===== src/rtl/cp0_timer_bank.sv =====
// Multi-channel CP0 timer bank: shared prescaler and NTIMER counters.
// Each counter has a compare match, one-shot or periodic mode, a sticky pending bit and an interrupt enable.
module cp0_timer_bank #(
    parameter int                NTIMER   = 2,
    parameter int                CNT_W    = 32,
    parameter int                PRESCALE = 2,
    parameter logic [NTIMER-1:0] EN_RST   = 'b1,
    localparam int               CH_W     = (NTIMER > 1) ? $clog2(NTIMER) : 1
) (
    input  logic                     clk,
    input  logic                     rst,
    input  logic                     stall_i,
    input  logic                     we_i,
    input  logic [1:0]               wsel_i,
    input  logic [CH_W-1:0]          wch_i,
    input  logic [CNT_W-1:0]         data_i,
    input  logic [1:0]               rsel_i,
    input  logic [CH_W-1:0]          rch_i,
    output logic [CNT_W-1:0]         data_o,
    output logic [NTIMER*CNT_W-1:0]  count_o,
    output logic [NTIMER-1:0]        irq_o,
    output logic                     irq_any_o
);

    localparam int              PC_W     = (PRESCALE > 1) ? $clog2(PRESCALE) : 1;
    localparam logic [PC_W-1:0] PC_LAST  = PC_W'(PRESCALE - 1);
    localparam logic [1:0]      SEL_CNT  = 2'd0;
    localparam logic [1:0]      SEL_CMP  = 2'd1;
    localparam logic [1:0]      SEL_CTRL = 2'd2;

    logic [PC_W-1:0]   r_pc;
    logic [CNT_W-1:0]  r_cnt [NTIMER];
    logic [CNT_W-1:0]  r_cmp [NTIMER];
    logic [NTIMER-1:0] r_en, r_per, r_ie, r_pend;

    logic              w_tick;
    logic [NTIMER-1:0] w_cnt_wr, w_cmp_wr, w_ctl_wr, w_step, w_match;
    logic [CNT_W-1:0]  w_nxt [NTIMER];
    logic [CNT_W-1:0]  w_rd;

    assign w_tick = (r_pc == PC_LAST) && !stall_i;

    // Shared prescaler; a stall freezes it mid-period
    always_ff @(posedge clk) begin
        if (rst) begin
            r_pc <= '0;
        end else if (!stall_i) begin
            r_pc <= (r_pc == PC_LAST) ? '0 : r_pc + PC_W'(1);
        end
    end

    // Write decode and per-channel step/match; a COUNT write or a CTRL write clearing EN suppresses the tick
    always_comb begin
        w_cnt_wr = '0;
        w_cmp_wr = '0;
        w_ctl_wr = '0;
        w_step   = '0;
        w_match  = '0;
        for (int i = 0; i < NTIMER; i++) begin
            w_cnt_wr[i] = we_i && (int'(wch_i) == i) && (wsel_i == SEL_CNT);
            w_cmp_wr[i] = we_i && (int'(wch_i) == i) && (wsel_i == SEL_CMP);
            w_ctl_wr[i] = we_i && (int'(wch_i) == i) && (wsel_i == SEL_CTRL);
            w_nxt[i]    = r_cnt[i] + CNT_W'(1);
            w_step[i]   = w_tick && r_en[i] && !w_cnt_wr[i] && !(w_ctl_wr[i] && !data_i[0]);
            w_match[i]  = w_step[i] && (r_cmp[i] != '0) && (w_nxt[i] == r_cmp[i]);
        end
    end

    // Channel state; match beats a W1C clear, a COMPARE write beats a match
    always_ff @(posedge clk) begin
        if (rst) begin
            for (int i = 0; i < NTIMER; i++) begin
                r_cnt[i] <= '0;
                r_cmp[i] <= '0;
            end
            r_en   <= EN_RST;
            r_per  <= '0;
            r_ie   <= '0;
            r_pend <= '0;
        end else begin
            for (int i = 0; i < NTIMER; i++) begin
                if (w_cnt_wr[i]) begin
                    r_cnt[i] <= data_i;
                end else if (w_step[i]) begin
                    r_cnt[i] <= (w_match[i] && r_per[i]) ? '0 : w_nxt[i];
                end
                if (w_cmp_wr[i]) begin
                    r_cmp[i] <= data_i;
                end
                if (w_ctl_wr[i]) begin
                    r_en[i]  <= data_i[0];
                    r_per[i] <= data_i[1];
                    r_ie[i]  <= data_i[2];
                end
                if (w_cmp_wr[i]) begin
                    r_pend[i] <= 1'b0;
                end else if (w_match[i]) begin
                    r_pend[i] <= 1'b1;
                end else if (w_ctl_wr[i] && data_i[3]) begin
                    r_pend[i] <= 1'b0;
                end
            end
        end
    end

    // Read mux and interrupt outputs, combinational from register state
    always_comb begin
        data_o  = '0;
        count_o = '0;
        w_rd    = '0;
        for (int i = 0; i < NTIMER; i++) begin
            count_o[i*CNT_W +: CNT_W] = r_cnt[i];
            case (rsel_i)
                SEL_CNT:  w_rd = r_cnt[i];
                SEL_CMP:  w_rd = r_cmp[i];
                SEL_CTRL: w_rd = CNT_W'({r_pend[i], r_ie[i], r_per[i], r_en[i]});
                default:  w_rd = '0;
            endcase
            data_o = data_o | ((int'(rch_i) == i) ? w_rd : '0);
        end
        irq_o     = r_pend & r_ie;
        irq_any_o = |(r_pend & r_ie);
    end

endmodule


===== config.mk =====
export PLATFORM = sky130hd
export DESIGN_NAME = cp0_timer_bank
export DESIGN_NICKNAME = d
export VERILOG_FILES = /design/src/rtl/cp0_timer_bank.sv
export SDC_FILE = /design/constraint.sdc
export NUM_CORES = 1
export LEC_CHECK = 0
export ABC_CLOCK_PERIOD_IN_PS = 10400
export BUFFER_PORTS_ARGS = -buffer_cell sky130_fd_sc_hd__buf_2
export CORE_ASPECT_RATIO = 1.4
export CORE_UTILIZATION = 45
export CTS_CLUSTER_DIAMETER = 100
export DETAILED_ROUTE_END_ITERATION = 10
export PLACE_DENSITY = 0.75
export SYNTH_ARGS = -nofsm -noshare
export SYNTH_HDL_FRONTEND = slang
export SYNTH_SLANG_ARGS = --single-unit

===== constraint.sdc =====
create_clock -name clk -period 10.4 [get_ports clk]
set_input_delay 1.04 -clock clk [delete_from_list [all_inputs] [get_ports clk]]
set_output_delay 1.04 -clock clk [all_outputs]
set_load 0.02 [all_outputs]

==> impl_metrics.csv, run 1 <==
group,metric,value,unit
layout,mostFrequentLayoutCell,"buf_2",
critical_path,cp_top_family,"simple AND/OR/NAND/NOR gates",
drt,drtIter0Drc,968,
floorplanning,die_area,22100,um^2
critical_path,worstSetupEndpoint,"r_cnt[0][13]$_SDFFCE_PP0P_",
sta,setup_viol,0,
synth,ys_warn_count,0,
power,power.leakage,4.02,nW
placed_design,numPortBuffers,140,
floorplanning,placementRows,63,
sta,finalCritPeriodShare,44.4,%
synth,ys_types,77,
synth,netlist_area,9680,um^2
sta,max_freq,0.216,GHz
critical_path,startpoint,"r_cnt[0][0]$_SDFFCE_PP0P_",
drt,drc,0,
clock_tree,clock_latency,0.44,ns
placed_design,place.gp.congestion,0.970,
critical_path,crit_fanout,19,
critical_path,critical_path.max_stage_delay,0.89,ns
global_route,grt_antenna_before_repair,0,
placed_design,placed_area,10500,um^2
sta,relSlewSlack,24.1,%
power,finalPower,1.66,mW
sta,fin_worst_skew,0.0100,ns
floorplanning,coreArea,21100,um^2
layout,final_nets,1106,
synth,synthesis.nets,1002,
clock_tree,h-tree-depth,4,
synth,syn-mean-instance-area,10.1,um^2
critical_path,crit_type,"flip-flop to flip-flop",
layout,fin_area,11200,um^2
critical_path,critPathSlowestCell,"nor4_1",
sta,period_minus_slack,4.62,ns
worst_hold_path,hp-class,"flip-flop to flip-flop",
clock_tree,clockRootBuffer,"clkbuf_16",
clock_tree,path_clk_slew,0.06,ns
global_route,grt_usage,32.1,%
synth,yosysSeqAreaShare,41.6,%
floorplanning,initial_core_util,45.8,%
synth,synthFlopType,"edfxtp_1",
layout,drive_above_1_share,22.0,%
layout,areaGrowthSynthToFinish,15.4,%
critical_path,r2r_slack,5.78,ns
critical_path,cp-start-kind,"flip-flop",
sta,slew_violations,0,
sta,hold_violations,0,
critical_path,path_depth,10,
clock_tree,cts_hold_buffers,0,
flow_run,max-cap-violations,0,
drt,ant_nets,0,
drt,vias,8751,
critical_path,critPathCaptureType,"flip-flop",
clock_tree,clk_path_buf_depth,2,
floorplanning,fp.dieW,126,um
synth,synth-seq-cells,137,
floorplanning,die_h,176,um
synth,synth_edf_count,128,
sta,worstMarginPinSlew,1.14,ns
placed_design,place_ws,5.83,ns
global_route,grt_overflow,0,
critical_path,cp.arrival,4.77,ns
power,power_density,149,nW/um^2
global_route,grt_pass1_wl,52.0,mm
synth,synthArstFlopShare,0,%
critical_path,critPathBufInv,1,
critical_path,reg2regPathDepth,10,
sta,rsz0062_at_grt,"no",
critical_path,cp_common_cell,"xnor2_1",
global_route,grt_start_max_net_pins,46,
clock_tree,post_cts_resized,0,
power,peakVddDrop,0.000102,V
drt,drt_wl_total,34.7,mm
sta,setup_tns,0,ns
drt,drt-vias-per-instance,6.56,
clock_tree,cts_sinks,137,
clock_tree,cts_setup_buffers,0,
clock_tree,cts_made_buffers,17,
critical_path,regToRegEndpoint,"r_cnt[0][13]$_SDFFCE_PP0P_",
critical_path,cp.required,10.55,ns
drt,routedWlPerCell,26.0,um
layout,final_cell_mix,"buf_2, edfxtp_1, nand2_1",
critical_path,rr_startpoint,"r_cnt[0][0]$_SDFFCE_PP0P_",
sta,setup_slack,5.78,ns
floorplanning,io_pins,141,
drt,drt-pass1-iter-count,9,
placed_design,dp_hpwl,26.3,mm
clock_tree,cts_tree,"yes",
run_status,status,"finished clean",
critical_path,crit_path_cell_trace,"ha_1, nand4_2, nor4_1, nor4bb_1, xnor2_1, xnor2_1, or4_1, nor4_4, buf_4, o31ai_1",
layout,diodes,0,
synth,syn_inst,958,
global_route,grt_pass1_vias,8473,
cells by family (layout without fill, tap and decap cells):
kind of cell	Yosys count	after routing	share of synthesized area [%]
fa+ha+maj	2	2	0.258
xor+xnor	113	113	11.1
mux	44	44	8.31
compound gates	151	151	10.8
flops	137	137	41.6
simple gates	421	421	24.0
buf+inv	90	207	3.89
routing by layer:
layer | global-route usage [%] | part of all wire, %
met3 | 5.54 | 8.3
met5 | 0 | 0
met1 | 36.9 | 35
met4 | 24.3 | 7.9
met2 | 53.4 | 48
worst min-delay path by stage:
| stage | start | slack, ns | endpoint | cells past startpoint |
|---|---|---|---|---|
| after CTS | r_pend[0]$_SDFFE_PP0P_ | 0.48 | r_pend[0]$_SDFFE_PP0P_ | 2 |
| after detailed placement | r_pend[0]$_SDFFE_PP0P_ | 0.46 | r_pend[0]$_SDFFE_PP0P_ | 2 |
| final | r_pend[0]$_SDFFE_PP0P_ | 0.48 | r_pend[0]$_SDFFE_PP0P_ | 2 |
| after global placement | r_pend[0]$_SDFFE_PP0P_ | 0.46 | r_pend[0]$_SDFFE_PP0P_ | 2 |
| after global routing | r_pend[0]$_SDFFE_PP0P_ | 0.52 | r_pend[0]$_SDFFE_PP0P_ | 2 |
| after floorplan | r_pend[0]$_SDFFE_PP0P_ | 0.44 | r_pend[0]$_SDFFE_PP0P_ | 2 |
synthesized netlist by cell type (3+ instances only):
| cell | instances | area (um^2) |
|---|---|---|
| edfxtp_1 | 128 | 3840 |
| nand2_1 | 115 | 432 |
| xnor2_1 | 76 | 666 |
| o31ai_1 | 53 | 398 |
| clkbuf_1 | 43 | 161 |
| nor2_1 | 40 | 150 |
| and2_1 | 39 | 244 |
| nor2b_1 | 39 | 244 |
| nor4_1 | 36 | 225 |
| nand4_1 | 33 | 206 |
| xor2_1 | 31 | 272 |
| o21ai_0 | 30 | 150 |
| mux4_2 | 26 | 586 |
| nand3_1 | 26 | 130 |
| inv_1 | 25 | 93.8 |
| nor3_1 | 25 | 125 |
| a21oi_1 | 17 | 85.1 |
| and3_1 | 13 | 81.3 |
| buf_2 | 12 | 60.1 |
| mux2i_1 | 11 | 110 |
| dfxtp_1 | 9 | 180 |
| and4_1 | 8 | 70.1 |
| nand3b_1 | 7 | 52.6 |
| or4_1 | 7 | 52.6 |
| buf_1 | 6 | 22.5 |
| a31oi_1 | 5 | 31.3 |
| mux2_2 | 5 | 56.3 |
| o2111ai_1 | 5 | 43.8 |
| o21a_1 | 4 | 30.0 |
| or2_2 | 4 | 25.0 |
| xnor3_1 | 4 | 90.1 |
| a211o_1 | 3 | 26.3 |
| buf_6 | 3 | 33.8 |
| nand2b_1 | 3 | 18.8 |
| o211a_1 | 3 | 30.0 |
| o211ai_1 | 3 | 22.5 |
| o22ai_1 | 3 | 18.8 |
| o32ai_1 | 3 | 26.3 |
| or3_1 | 3 | 18.8 |
final cells by class:
cell class	instances	area [um^2]
Clock buffer	18	429
Clock inverter	14	210
Fill cell	1919	9960
Inverter	25	93.8
Multi-Input combinational cell	731	5310
Sequential cell	137	4020
Tap cell	260	325
Timing Repair Buffer	150	776
tightest hold or removal path: stages, from the launching register on:
cell and delay [ns]:
dfxtp_1 0.33, nand2_1 0.06, a21oi_1 0.05
metrics by stage:
step	hold WS, ns	utilization, %	cells
global route	0.524	52.9	1335
CTS	0.480	52.9	1335
global placement	0.464	49.8	1303
floorplan	0.441	-	958
detailed placement	0.464	49.8	1303
finish	0.485	52.9	1335
sequential cells by signal (all words and copies together) (netlist names):
register,cells
r_cmp,64
r_cnt,64
r_en,2
r_ie,2
r_pend,2
r_per,2
r_pc,1
power by group:
part / leakage, nW / internal (mW) / switching, mW / total [mW]
clock: 0.306 / 0.409 / 0.265 / 0.673
combinational: 2.35 / 0.111 / 0.156 / 0.267
sequential: 1.36 / 0.645 / 0.0795 / 0.725
total: 4.02 / 1.16 / 0.500 / 1.66
(Power assumes the default switching activity.)
==> run 2, diff against run 1 <==
--- a/config.mk
+++ b/config.mk
@@ -5,13 +5,14 @@
 export SDC_FILE = /design/constraint.sdc
 export NUM_CORES = 1
 export LEC_CHECK = 0
-export ABC_CLOCK_PERIOD_IN_PS = 10400
+export ABC_AREA = 1
+export ABC_CLOCK_PERIOD_IN_PS = 3800
 export BUFFER_PORTS_ARGS = -buffer_cell sky130_fd_sc_hd__buf_2
 export CORE_ASPECT_RATIO = 1.4
 export CORE_UTILIZATION = 45
 export CTS_CLUSTER_DIAMETER = 100
 export DETAILED_ROUTE_END_ITERATION = 10
-export PLACE_DENSITY = 0.75
+export PLACE_DENSITY = 0.77
 export SYNTH_ARGS = -nofsm -noshare
 export SYNTH_HDL_FRONTEND = slang
 export SYNTH_SLANG_ARGS = --single-unit
==> constraint.sdc (replaced) <==
create_clock -name clk -period 3.8 [get_ports clk]
set_input_delay 0.38 -clock clk [delete_from_list [all_inputs] [get_ports clk]]
set_output_delay 0.38 -clock clk [all_outputs]
set_load 0.02 [all_outputs]
==> run 2 against run 1 <==
Against the previous run:
- clock-buffer cell count decreased by 1
- first-iteration DRC count increased by 37%
- combinational power increased to 3.0 times the previous value
==> impl_metrics.csv, run 2 <==
group,metric,value,unit
floorplanning,coreArea,22400,um^2
floorplanning,initial_core_util,45.8,%
power,seq_power_share,42.3,%
layout,mostFrequentLayoutCell,"nand2_1",
synth,synthesis.nets,1599,
synth,yosysSeqAreaShare,39.2,%
power,power.leakage,5.75,nW
critical_path,crit_type,"flip-flop to flip-flop",
global_route,grt_pass1_vias,10412,
drt,drt_wl_total,39.3,mm
global_route,grt_antenna_before_repair,0,
sta,relSlewSlack,51.1,%
clock_tree,cts_made_buffers,17,
synth,syn_inst,1555,
critical_path,crit_fanout,32,
sta,setup_viol,0,
sta,hold_violations,0,
layout,diodes,0,
sta,finalCritPeriodShare,85.7,%
critical_path,cp.required,4.00,ns
layout,top_regs,"r_cmp: 64 flops, r_cnt: 64 flops",
power,comb_power_share,17.8,%
clock_tree,path_clk_slew,0.07,ns
critical_path,critPathCaptureType,"flip-flop",
placed_design,place.gp.congestion,0.981,
power,power_density,377,nW/um^2
drt,ant_nets,0,
drt,drt-vias-per-instance,5.59,
critical_path,cp.arrival,3.46,ns
synth,synth_area_leaders,"edfxtp_1, nand2_1, nand3_1",
global_route,grt_start_max_net_pins,66,
clock_tree,cts_setup_buffers,0,
layout,multi_input_area,5300,um^2
synth,yosysMostFrequentCell,"nand2_1",
power,p_switching,1.44,mW
layout,fill_cells,2267,
placed_design,dp_hpwl,30.1,mm
critical_path,startpoint,"r_cnt[0][18]$_SDFFCE_PP0P_",
clock_tree,post_cts_resized,0,
layout,final_nets,1731,
flow_run,max-cap-violations,0,
floorplanning,fp.dieW,130,um
sta,rsz0062_at_grt,"no",
synth,synthArstFlopShare,0,%
layout,drive_above_1_share,13.5,%
sta,period_minus_slack,3.26,ns
clock_tree,clk_path_buf_depth,2,
layout,post-route-util,53.1,%
clock_tree,cts_sinks,137,
drt,drc,0,
layout,final_cells,2001,
synth,synth_edf_count,128,
sta,setup_tns,0,ns
clock_tree,clock_latency,0.45,ns
drt,drtIter0Drc,1323,
synth,synth_top_area_share,37.4,%
synth,synthTopCellsByCount,"nand2_1, nor2_1, inv_1",
synth,syn-mean-instance-area,6.61,um^2
global_route,grt_usage,34.7,%
synth,synthFlopType,"edfxtp_1",
synth,netlist_area,10300,um^2
critical_path,r2r_slack,0.54,ns
power,power_frac_clock,40.0,%
global_route,grt_pass1_wl,59.8,mm
sta,slew_violations,0,
synth,ys_warn_count,0,
layout,final_cell_mix,"nand2_1, nor2_1, inv_1",
placed_design,place_inst,1969,
power,intPower,3.06,mW
power,peakVddDrop,0.000352,V
floorplanning,die_area,23500,um^2
synth,ys_types,34,
drt,vias,11178,
synth,synth-seq-cells,137,
critical_path,cp-start-kind,"flip-flop",
placed_design,place_ws,0.740,ns
floorplanning,io_pins,141,
critical_path,regToRegEndpoint,"r_cnt[0][6]$_SDFFCE_PP0P_",
sta,setup_slack,0.542,ns
floorplanning,die_h,181,um
critical_path,rr_startpoint,"r_cnt[0][18]$_SDFFCE_PP0P_",
drt,drt-pass1-iter-count,6,
global_route,grt_overflow,0,
power,p_sw_share,32.0,%
placed_design,numPortBuffers,140,
run_status,status,"finished clean",
worst_hold_path,hp-class,"input port to flip-flop",
clock_tree,cts_tree,"yes",
sta,worstMarginPinSlew,0.734,ns
synth,yosys.area.top_type,"edfxtp_1",
clock_tree,h-tree-depth,4,
clock_tree,cts_hold_buffers,0,
layout,seq_area,4020,um^2
critical_path,reg2regPathDepth,13,
critical_path,worstSetupEndpoint,"r_cnt[0][6]$_SDFFCE_PP0P_",
drt,routedWlPerCell,19.6,um
clock_tree,clockRootBuffer,"clkbuf_16",
sta,fin_worst_skew,0.0111,ns
sta,max_freq,0.307,GHz
floorplanning,placementRows,65,
layout,areaGrowthSynthToFinish,16.0,%
-- run 2: cell count changes after synthesis, sizes merged, moves of 26 or more --
cell	change
nand4	-26
nor2	+207
and2	-35
o22ai	+47
nand2	+457
nand3	+160
xnor2	-74
inv	+170
nor2b	-39
o31ai	-53
mux4	-28
nor4	-40
-- run 2: metrics by stage --
stage,total power [mW],hold slack (ns),cell area [um^2]
after global placement,2.70,0.455,11300
after global routing,4.64,0.112,11900
after floorplan,2.39,0.445,10300
final,4.50,0.114,11900
after detailed placement,2.70,0.473,11300
after CTS,4.47,0.111,11900
-- run 2: routing by layer --
metal / wire length [um] / up-vias / global-route usage, %
met5: 0 / - / 0
met4: 2400 / 0 / 20.0
met3: 3400 / 126 / 6.63
met2: 18200 / 641 / 54.3
met1: 15300 / 5129 / 44.3
li1: - / 5282 / -
-- run 2: power by group through the flow --
stage          clock [mW]  sequential [mW]  combinational, mW
3_3_place_gp            0             1.92              0.777
6_report             1.80             1.90              0.801
5_1_grt              1.86             1.91              0.872
3_5_place_dp            0             1.92              0.780
4_1_cts              1.79             1.89              0.785
2_1_floorplan           0             1.93              0.452
-- run 2: logic make-up (layout without fill, tap and decap cells) --
family | after synthesis | count (layout) | synth area share [%]
xor gates and xnor gates | 21 | 21 | 2.86
and+or+nand+nor | 1030 | 1030 | 41.6
buffers and inverters | 245 | 390 | 9.39
DFF | 137 | 137 | 39.2
AOI/OAI and AO/OA | 120 | 120 | 6.76
adders and majority gates | 2 | 2 | 0.243
-- run 2: worst max-delay path, stage by stage, from the launching register on --
cell	delay, ns
edfxtp_1	0.50
nand2_1	0.11
nor2_1	0.19
nand3_1	0.12
nor2_1	0.48
nand3_1	0.18
nand3_1	0.12
nand2_1	0.06
nor2_1	0.17
nand2_1	0.12
nor2_2	0.16
nand4_4	0.49
nand2_1	0.22
nand2_1	0.07
-- run 2: final cells by class --
type                    count  share of cell area, %
well taps                 301                   3.16
flip-flops and latches    137                   33.7
clock inverters            15                   1.55
inverters                 196                   6.17
clock buffers              17                   3.57
repair buffers            162                   7.36
multi-input cells        1173                   44.5
-- run 2: worst min path at each step --
stage | slack [ns] | to | cells past startpoint | start
3_3_place_gp | 0.46 | r_pc$_SDFFE_PP0N_ | 2 | r_pc$_SDFFE_PP0N_
3_5_place_dp | 0.47 | r_pc$_SDFFE_PP0N_ | 2 | r_pc$_SDFFE_PP0N_
2_1_floorplan | 0.45 | r_pc$_SDFFE_PP0N_ | 2 | r_pc$_SDFFE_PP0N_
4_1_cts | 0.11 | r_en[1]$_SDFFE_PP0P_ | 2 | rst
5_1_grt | 0.11 | r_en[1]$_SDFFE_PP0P_ | 2 | rst
6_report | 0.11 | r_en[1]$_SDFFE_PP0P_ | 2 | rst
